`src/rtl/instr_fetch_unit.sv`:
```
// Fetch stage of the multicycle CPU: PC, instruction register, imem req/ack fetch FSM,
// field decode and next-PC selection (sequential / beq / j).
module instr_fetch_unit #(
  parameter logic [31:0] RESET_PC = 32'h0000_0000
) (
  input  logic        clk,
  input  logic        rst_n,
  input  logic        fetch_start,
  input  logic        PCWre,
  input  logic        Branch,
  input  logic        Jump,
  input  logic        Zero,
  output logic        imem_req,
  output logic [31:0] imem_addr,
  input  logic        imem_ack,
  input  logic [31:0] imem_rdata,
  output logic [5:0]  Opcode,
  output logic [5:0]  func,
  output logic [4:0]  rs,
  output logic [4:0]  rt,
  output logic [4:0]  rd,
  output logic [15:0] imm16,
  output logic [31:0] pc,
  output logic [31:0] pc_plus4,
  output logic        ir_valid,
  output logic        fetch_busy,
  output logic        pc_err,
  output logic        dbg_state
);

  typedef enum logic {IDLE = 1'b0, REQ = 1'b1} state_t;

  state_t      state, state_nxt;
  logic [31:0] pc_q, ir_q, pc_next, branch_off;
  logic        ir_valid_q, pc_err_q;

  // Handshake: imem_req and imem_addr stay constant from the edge that enters REQ
  // until the edge where imem_ack is seen high; that edge consumes the word.
  always_ff @(posedge clk or negedge rst_n) begin
    if (!rst_n) state <= IDLE;
    else        state <= state_nxt;
  end

  always_comb begin
    state_nxt = state;
    case (state)
      IDLE:    if (fetch_start) state_nxt = REQ;
      REQ:     if (imem_ack)    state_nxt = IDLE;
      default: state_nxt = IDLE;
    endcase
  end

  assign pc_plus4   = pc_q + 32'd4;
  assign branch_off = {{14{ir_q[15]}}, ir_q[15:0], 2'b00};

  always_comb begin
    pc_next = pc_plus4;
    if (Jump)                 pc_next = {pc_plus4[31:28], ir_q[25:0], 2'b00};
    else if (Branch && Zero)  pc_next = pc_plus4 + branch_off;
  end

  always_ff @(posedge clk or negedge rst_n) begin
    if (!rst_n) begin
      pc_q       <= RESET_PC;
      ir_q       <= 32'h0;
      ir_valid_q <= 1'b0;
      pc_err_q   <= 1'b0;
    end else begin
      if (state == IDLE && PCWre) begin
        pc_q       <= pc_next;
        ir_valid_q <= 1'b0;
      end
      // PC must not move under an outstanding fetch; flag the controller bug instead.
      if (state == REQ && PCWre) pc_err_q <= 1'b1;
      if (state == REQ && imem_ack) begin
        ir_q       <= imem_rdata;
        ir_valid_q <= 1'b1;
      end
    end
  end

  assign imem_req   = (state == REQ);
  assign fetch_busy = (state == REQ);
  assign dbg_state  = state;
  assign imem_addr  = pc_q;
  assign pc         = pc_q;
  assign ir_valid   = ir_valid_q;
  assign pc_err     = pc_err_q;
  assign Opcode     = ir_q[31:26];
  assign func       = ir_q[5:0];
  assign rs         = ir_q[25:21];
  assign rt         = ir_q[20:16];
  assign rd         = ir_q[15:11];
  assign imm16      = ir_q[15:0];

endmodule

```
`config.mk`:
```
export PLATFORM = sky130hd
export DESIGN_NAME = instr_fetch_unit
export DESIGN_NICKNAME = d
export VERILOG_FILES = /design/src/rtl/instr_fetch_unit.sv
export SDC_FILE = /design/constraint.sdc
export NUM_CORES = 1
export LEC_CHECK = 0
export CAP_MARGIN = 20
export CORE_ASPECT_RATIO = 0.5
export CORE_MARGIN = 5
export CORE_UTILIZATION = 40
export CTS_BUF_LIST = sky130_fd_sc_hd__clkbuf_8
export CTS_CLUSTER_SIZE = 10
export DETAILED_ROUTE_END_ITERATION = 12
export PLACE_DENSITY = 0.72
export SLEW_MARGIN = 0
export SYNTH_ARGS = -nofsm -noshare
export SYNTH_HDL_FRONTEND = slang
export SYNTH_SLANG_ARGS = --single-unit
```
`constraint.sdc`:
```
create_clock -name clk -period 4.3 [get_ports clk]
set_input_delay 0.86 -clock clk [delete_from_list [all_inputs] [get_ports clk]]
set_output_delay 0.86 -clock clk [all_outputs]
set_load 0.02 [all_outputs]
```
* Yosys cells after proc, flatten, opt, wreduce, memory -nomap -nowiden
Cells that the tools add are included.
Storage, ports and cells: output and inout port bits 144, register bits 67, input bits 40
Operators by class: bitwise gates (word level) 1, add/sub/neg operators 2, multiplexer cells 7, reduce and logical (&&, ||, !) cells 5
Operators with widths (number):
- 2-to-1 mux 32 bit | 2
- adder 32 x 3 -> 32 bit, second input constant | 1
- adder 32 bit | 1
- logical AND 1 bit | 4
- 2-to-1 mux 1 bit | 4
- one-hot mux 1 bit (2 select lines) | 1
- nonzero test 2 bit | 1
- inverter 1 bit | 1

* Logic depth before layout (Yosys ltp)
Gate-level depths: netlist (run 1).
depth in word-level cells 4, mapped depth 17, gate-level depth less buffers 16

* Worst setup path after synthesis (run 1)
No wires, ideal clock.
path kind reg2reg, from register pc_q[2] (netlist: imem_addr[2]), to register pc_q[31] (netlist: imem_addr[31]), required time 4.208 ns, period minus slack after synthesis 4.026 ns, stages on the path, launching flop included 18, library setup time 0.092 ns, arrival 3.934 ns, slack 0.274 ns, cells stage by stage dfrtp_1 ha_1 nand2_1 nor2_1 nand4_1 nor2_1 xor2_1 ha_1 buf_6 a21o_1 a21oi_1 nor3b_1 o211ai_2 a31oi_2 o41ai_2 xor2_1 and3_1 o31ai_2
On the way: word-level cells in the longest chain between the ends 4
Ends and longest elaborated chain:
- start, declared | line 34 | logic [31:0] pc_q, ir_q, pc_next, branch_off;
- start signal, assigned | line 70 | pc_q <= pc_next;
- adder 32 x 3 -> 32 bit | line 53 | assign pc_plus4 = pc_q + 32'd4;
- via pc_plus4[18] | line 24 | output logic [31:0] pc_plus4,
- adder 32 bit | line 59 | else if (Branch && Zero) pc_next = pc_plus4 + branch_off;
- 2-to-1 mux 32 bit | line 59
- 2-to-1 mux 32 bit | line 58 | if (Jump) pc_next = {pc_plus4[31:28], ir_q[25:0], 2'b00};
The timed path passes the listed nets, and every way through them passes these cells. A chain may end at the register's enable or synchronous reset.

* Final worst setup path (run 1)
from register pc_q[11] (netlist: imem_addr[11]), to register pc_q[29] (netlist: imem_addr[29])
On the way: word-level cells in the longest chain between the ends 4
Ends and longest elaborated chain (line):
- adder 32 x 3 -> 32 bit * | 53
- adder 32 bit | 59
- 2-to-1 mux 32 bit | 59
- 2-to-1 mux 32 bit * | 58
Mark *: on every way between the ends. The rest lies on a longest branch, timed or not.

==> results of run 1 <==
-- what timing repair did --
| item | 4_1_cts | 5_1_grt |
|---|---|---|
| buffers inserted | 0 | 1 |
| setup endpoints to repair | 0 | 4 |
| gates resized for setup | 0 | 5 |
-- Yosys cell counts, types with 2 or more instances --
cell type	count	area (um2)
a21oi_1	41	205
nand4_1	9	56.3
a221oi_1	3	26.3
o211ai_1	8	60.1
clkbuf_1	18	67.6
buf_1	3	11.3
nand2_1	63	236
and3_1	12	75.1
a311oi_1	2	17.5
a31oi_1	8	50.1
dfrtp_1	65	1630
nor2_1	35	131
nand2b_1	4	25.0
a211oi_1	9	67.6
and2_1	5	31.3
nor3b_1	2	15.0
mux2i_1	3	30.0
a31oi_2	2	25.0
or3_1	6	37.5
nor3_1	7	35.0
buf_4	49	368
and4_1	2	17.5
inv_1	8	30.0
o21ai_0	43	215
nand3_1	19	95.1
xor2_1	21	184
buf_2	2	10.0
ha_1	36	450
xnor2_1	31	272
nor2b_1	8	50.1
mux2_2	33	372
a21o_1	21	158
o211ai_2	2	25.0
-- stage by stage --
step	cell area, um2	worst slack, ps	util
after detailed placement	6980	267	0.542
after global placement	6980	466	0.542
final	7200	312	0.559
after global routing	7200	25.8	0.559
after floorplan	5370	274	-
after CTS	7180	231	0.557
-- layer usage --
metal	wire (um)	GRT usage	vias to the layer above
li1	-	-	2388
met4	433	0.0718	0
met1	7280	0.262	2448
met5	0	0	-
met3	1220	0.0440	37
met2	7910	0.341	204
-- area by class of cell --
| cell class | instances | area, um2 | share of cell area |
|---|---|---|---|
| clock buffer | 11 | 151 | 0.0210 |
| clock inverter | 5 | 53.8 | 0.00747 |
| inverter | 8 | 30.0 | 0.00417 |
| multi-input combinational | 468 | 3260 | 0.453 |
| sequential | 65 | 1630 | 0.226 |
| tap | 170 | 213 | 0.0295 |
| timing repair buffer | 190 | 1860 | 0.259 |
-- worst max-delay path by stage --
stage	slack, ps	endpoint	cells after the start	from
final	310	imem_addr[29]	15	imem_addr[11]
after global routing	30	imem_addr[31]	17	imem_addr[3]
after CTS	230	imem_addr[31]	17	imem_addr[2]
after detailed placement	270	imem_addr[31]	17	imem_addr[2]
after global placement	470	imem_addr[31]	16	imem_addr[11]
after floorplan	270	imem_addr[31]	17	imem_addr[2]
-- cell families after synthesis --
kind of cell,share of synthesized area
adder cells (fa/ha/maj),0.0879
other,0.000701
AO/OA/AOI/OAI,0.192
AND/OR/NAND/NOR,0.162
multiplexers,0.0750
buffers and inverters,0.0930
XOR/XNOR,0.0851
flip-flops,0.304
-- registers in the layout, indices dropped and copies added (netlist names) --
register,count
ir_valid,1
ir_q,32
pc_err,1
dbg_state,1
imem_addr,30
-- power breakdown --
part | internal, uW | switching [uW] | total [uW]
Combinational | 1320 | 1560 | 2870
Sequential | 756 | 233 | 989
Clock | 297 | 252 | 549
Total | 2370 | 2040 | 4410
==> impl_metrics.tcl, run 1 <==
set metrics [dict create \
    status "complete, no violations" \
    slowest_stage "dfrtp_1" \
    grt_util_all_layers 0.203 \
    synth_area_per_cell_um2 8.79 \
    syn_area_um2 5350 \
    overflow 0 \
    clkLatencyLatePin_ps 360 \
    synthCells 609 \
    critPathKind "reg2reg" \
    worstHoldStart "pc_err" \
    cts_buffer_depth 2 \
    root_buffer "clkbuf_8" \
    fmax_mhz 251 \
    antenna_found_initial 0 \
    core_area_um2 12900 \
    routabilityCongestion 0.983 \
    critical_path.max_stage_delay_ps 460 \
    postRouteAntennaNets 0 \
    final_common_cell "clkdlybuf4s50_1" \
    critical_path_buf_inv_count 0 \
    via_count 5077 \
    fp.dieArea_um2 15900 \
    pin_count 184 \
    cts_tree "yes" \
    drc 0 \
    synth_warnings 0 \
    synth_enable_flop_cells 0 \
    crit_top_cell "and3_1" \
    r2r_start "imem_addr[11]" \
    critPathCaptureType "flop" \
    hold_class "reg2reg" \
    port_buffers 177 \
    hold_violations 0 \
    layout.nets 819 \
    path_cells "and3_1 > and3_1 > and3_1 > and2_2 > nand4_1 > xnor2_1 > ha_1 > a21oi_1 > nor3b_1 > o211ai_2 > a31oi_2 > o21ai_0 > a31oi_1 > nand4_1 > o211ai_1" \
    final_cells 917 \
    firstDrtPassIters 5 \
    die_h_um 91.8 \
    routed_via_density 5.54 \
    grt_pass1_wl_um 26500 \
    ir_drop_mv 0.214 \
    yosysUniqueCellTypes 62 \
    cap_violations 0 \
    rsz0062_at_grt "no" \
    grt_pass1_vias 4961 \
    reg2reg_to "imem_addr[29]" \
    h-tree-depth 3 \
    whs_ps 476 \
    dpl.cell_count 900 \
    cts.sinks 65 \
    initial_utilization 0.416 \
    grt_max_degree 35 \
    post-dp-hpwl_um 12900 \
    start_kind "flop" \
    die_x_um 174 \
    hold_depth 1 \
    period_needed_ps 3990 \
    wl_per_cell_um 18.4 \
    ys.flop_type "dfrtp_1" \
    synth-async-reset-ratio 1.00 \
    cp_data_required_time_ps 4560 \
    slew_headroom 0.343 \
    area_growth_pct 34.5 \
    rrSetupSlack_ps 310 \
    diodes 0 \
    worst_pin_slew_ps 982 \
    arrival_ps 4250 \
    seq_area_frac_synth 0.304 \
    routed_wl_um 16800 \
    drv_slew 0 \
    setup_tns_ps 0 \
    layout_common_cells "176 x clkdlybuf4s50_1, 64 x dfrtp_1, 63 x nand2_1" \
    post-route-period-util 0.927 \
    fill_cells 1143 \
    clk_pin_slew_ps 80 \
    cts_made_buffers 9 \
    first_iter_violations 394 \
    power_density_nw_per_um2 613 \
    worstRegToRegCells 15 \
    holdPathEnd "pc_err" \
    skew_ps 12.9 \
    drive_above_1_share 0.112 \
    core.rowCount 29 \
    critPathTopFamily "simple AND/OR/NAND/NOR gates" \
    path_max_fanout 8 \
    cts_hold_buf 0 \
    leakagePower_uw 0.00303 \
    finalPower_uw 4410 \
    setup_violations 0 \
    synth-seq-cells 65 \
]
Power figures use the tool's default switching activity.
==> run 2, diff against run 1 <==
--- a/config.mk
+++ b/config.mk
@@ -8,11 +8,11 @@
 export CAP_MARGIN = 20
 export CORE_ASPECT_RATIO = 0.5
 export CORE_MARGIN = 5
-export CORE_UTILIZATION = 40
+export CORE_UTILIZATION = 48
 export CTS_BUF_LIST = sky130_fd_sc_hd__clkbuf_8
 export CTS_CLUSTER_SIZE = 10
 export DETAILED_ROUTE_END_ITERATION = 12
-export PLACE_DENSITY = 0.72
+export PLACE_DENSITY = 0.84
 export SLEW_MARGIN = 0
 export SYNTH_ARGS = -nofsm -noshare
 export SYNTH_HDL_FRONTEND = slang
==> run 2 against run 1 <==
Effect of this change: worst setup slack worse by 80 ps; utilization is 10 points higher; critical path depth is 2 higher; sequential share of layout area hardly changed; total power is 2.8% higher; die area is 15% lower; largest cell class unchanged; global-route usage is 4.1 points higher; clock-buffer cell count is 2 lower; non-clock buffer count is 1 lower.
==> impl_metrics.tcl, run 2 (same netlist as run 1, synthesis figures left out) <==
set metrics [dict create \
    status "complete, no violations" \
    power_density_nw_per_um2 629 \
    fin_util 0.659 \
    critPathCaptureType "flop" \
    first_iter_violations 384 \
    start_kind "flop" \
    layout.nets 818 \
    via_count 5201 \
    core_area_um2 10900 \
    critPathTopFamily "compound AO/OA/AOI/OAI gates" \
    grt_pass1_wl_um 27100 \
    clkLatencyLatePin_ps 360 \
    p_sw_frac 0.457 \
    dr_wl_met2_um 8490 \
    fmax_mhz 246 \
    p_switching_uw 2070 \
    post-dp-hpwl_um 12600 \
    area_growth_pct 34.8 \
    root_buffer "clkbuf_8" \
    hold_violations 0 \
    slowest_stage "dfrtp_1" \
    dr.max_layer_used "met4" \
    cp.depth 17 \
    drc 0 \
    cp_data_required_time_ps 4570 \
    grt_pass1_vias 5125 \
    grt_max_degree 51 \
    seqPwrFrac 0.218 \
    met1_length_um 7250 \
    worstRegToRegCells 17 \
    period_needed_ps 4070 \
    diodes 0 \
    final_common_cell "clkdlybuf4s50_1" \
    overflow 0 \
    ir_drop_mv 0.234 \
    postRouteAntennaNets 0 \
    cts.sinks 65 \
    die_x_um 159 \
    largest-register "ir_q" \
    p_int_uw 2460 \
    critPathKind "reg2reg" \
    p_comb_frac 0.640 \
    routabilityCongestion 0.940 \
    wl_met3_um 1050 \
    h-tree-depth 3 \
    port_buffers 177 \
    critical_path_buf_inv_count 1 \
    antenna_found_initial 0 \
    hold_depth 1 \
    firstDrtPassIters 5 \
    path_cells "ha_1 > nand2_1 > nor2_2 > nand4_1 > buf_4 > nor2b_1 > xor2_2 > ha_2 > a21oi_1 > nor2b_1 > o21ai_1 > a2111oi_0 > a211oi_1 > o41ai_2 > xor2_1 > and3_1 > o31ai_2" \
    arrival_ps 4340 \
    clk_pin_slew_ps 80 \
    core.rowCount 27 \
    skew_ps 11.8 \
    setup_violations 0 \
    slew_headroom 0.321 \
    largest_reg_flops 32 \
    crit_top_cell "nor2b_1" \
    drive_above_1_share 0.113 \
    die_h_um 84.7 \
    cts_tree "yes" \
    routed_wl_um 17000 \
    p_clk_frac 0.142 \
    leakagePower_uw 0.00304 \
    drv_slew 0 \
    initial_utilization 0.489 \
    routed_via_density 5.84 \
    cap_violations 0 \
    wl_per_cell_um 19.1 \
    layout_common_cells "176 x clkdlybuf4s50_1, 64 x dfrtp_1, 63 x nand2_1" \
    grt_util_all_layers 0.244 \
    cts_made_buffers 9 \
    post-route-period-util 0.946 \
    critical_path.max_stage_delay_ps 440 \
    hold_class "reg2reg" \
    path_max_fanout 11 \
    finalPower_uw 4540 \
    pin_count 184 \
    cts_buffer_depth 2 \
    fp.dieArea_um2 13500 \
    worst_pin_slew_ps 1020 \
]
[run 2: changes by cell type in the layout (fill, tap and decap cells not counted), moves of 2 or more]
cell,delta
bufinv_16,+2
clkbuf_8,-2
clkinv_2,-3
clkinvlp_4,+2
[run 2: final cells by class]
type,count,area [um2]
clock buffers,9,124
inverters,8,30.0
multi-input cells,468,3290
well taps,145,181
flip-flops and latches,65,1630
fillers,919,3730
repair buffers,189,1860
clock inverters,6,109
[run 2: layer usage]
metal | GRT usage | vias to the layer above
li1 | - | 2392
met1 | 0.315 | 2604
met2 | 0.420 | 185
met3 | 0.0520 | 20
met4 | 0.0635 | 0
met5 | 0 | -
[run 2: worst paths after layout]
check | end | slack [ps] | start
setup / recovery | imem_addr[31] | 230 | imem_addr[3]
setup reg to reg | imem_addr[31] | 230 | imem_addr[3]
hold reg to reg | pc_err | 460 | pc_err
max in group asynchronous | imem_addr[2] | 2720 | rst_n
hold / removal | pc_err | 460 | pc_err
min in group asynchronous | imem_addr[12] | 630 | rst_n
[run 2: worst register-to-register path, stage by stage (launching register included)]
cell	delay, ps
dfrtp_1	440
ha_1	260
nand2_1	120
nor2_2	240
nand4_1	240
buf_4	240
nor2b_1	190
xor2_2	220
ha_2	380
a21oi_1	250
nor2b_1	80
o21ai_1	170
a2111oi_0	140
a211oi_1	270
o41ai_2	130
xor2_1	160
and3_1	200
o31ai_2	230
[run 2: repair_timing]
| action | CTS | global route |
|---|---|---|
| setup buffers | 0 | 1 |
| hold buffers | 0 | 0 |
| resized for setup | 0 | 10 |
| endpoints found under the setup margin | 0 | 6 |
[run 2: stage by stage]
step	hold WS (ps)	instance area [um2]	TNS [ps]	setup WS (ps)	instances
2_1_floorplan	564	5370	0	274	614
3_3_place_gp	441	6940	0	245	874
3_5_place_dp	451	6940	0	72.9	874
4_1_cts	466	7170	0	17.5	889
5_1_grt	481	7210	-23.9	-23.9	890
6_report	465	7210	0	233	890
[run 2: power by group through the flow]
stage	Combinational, uW	Clock, uW	Sequential (uW)
3_3_place_gp	2800	0	974
4_1_cts	2870	647	979
6_report	2900	645	989
3_5_place_dp	2850	0	985
2_1_floorplan	1750	0	1120
5_1_grt	3110	677	1010
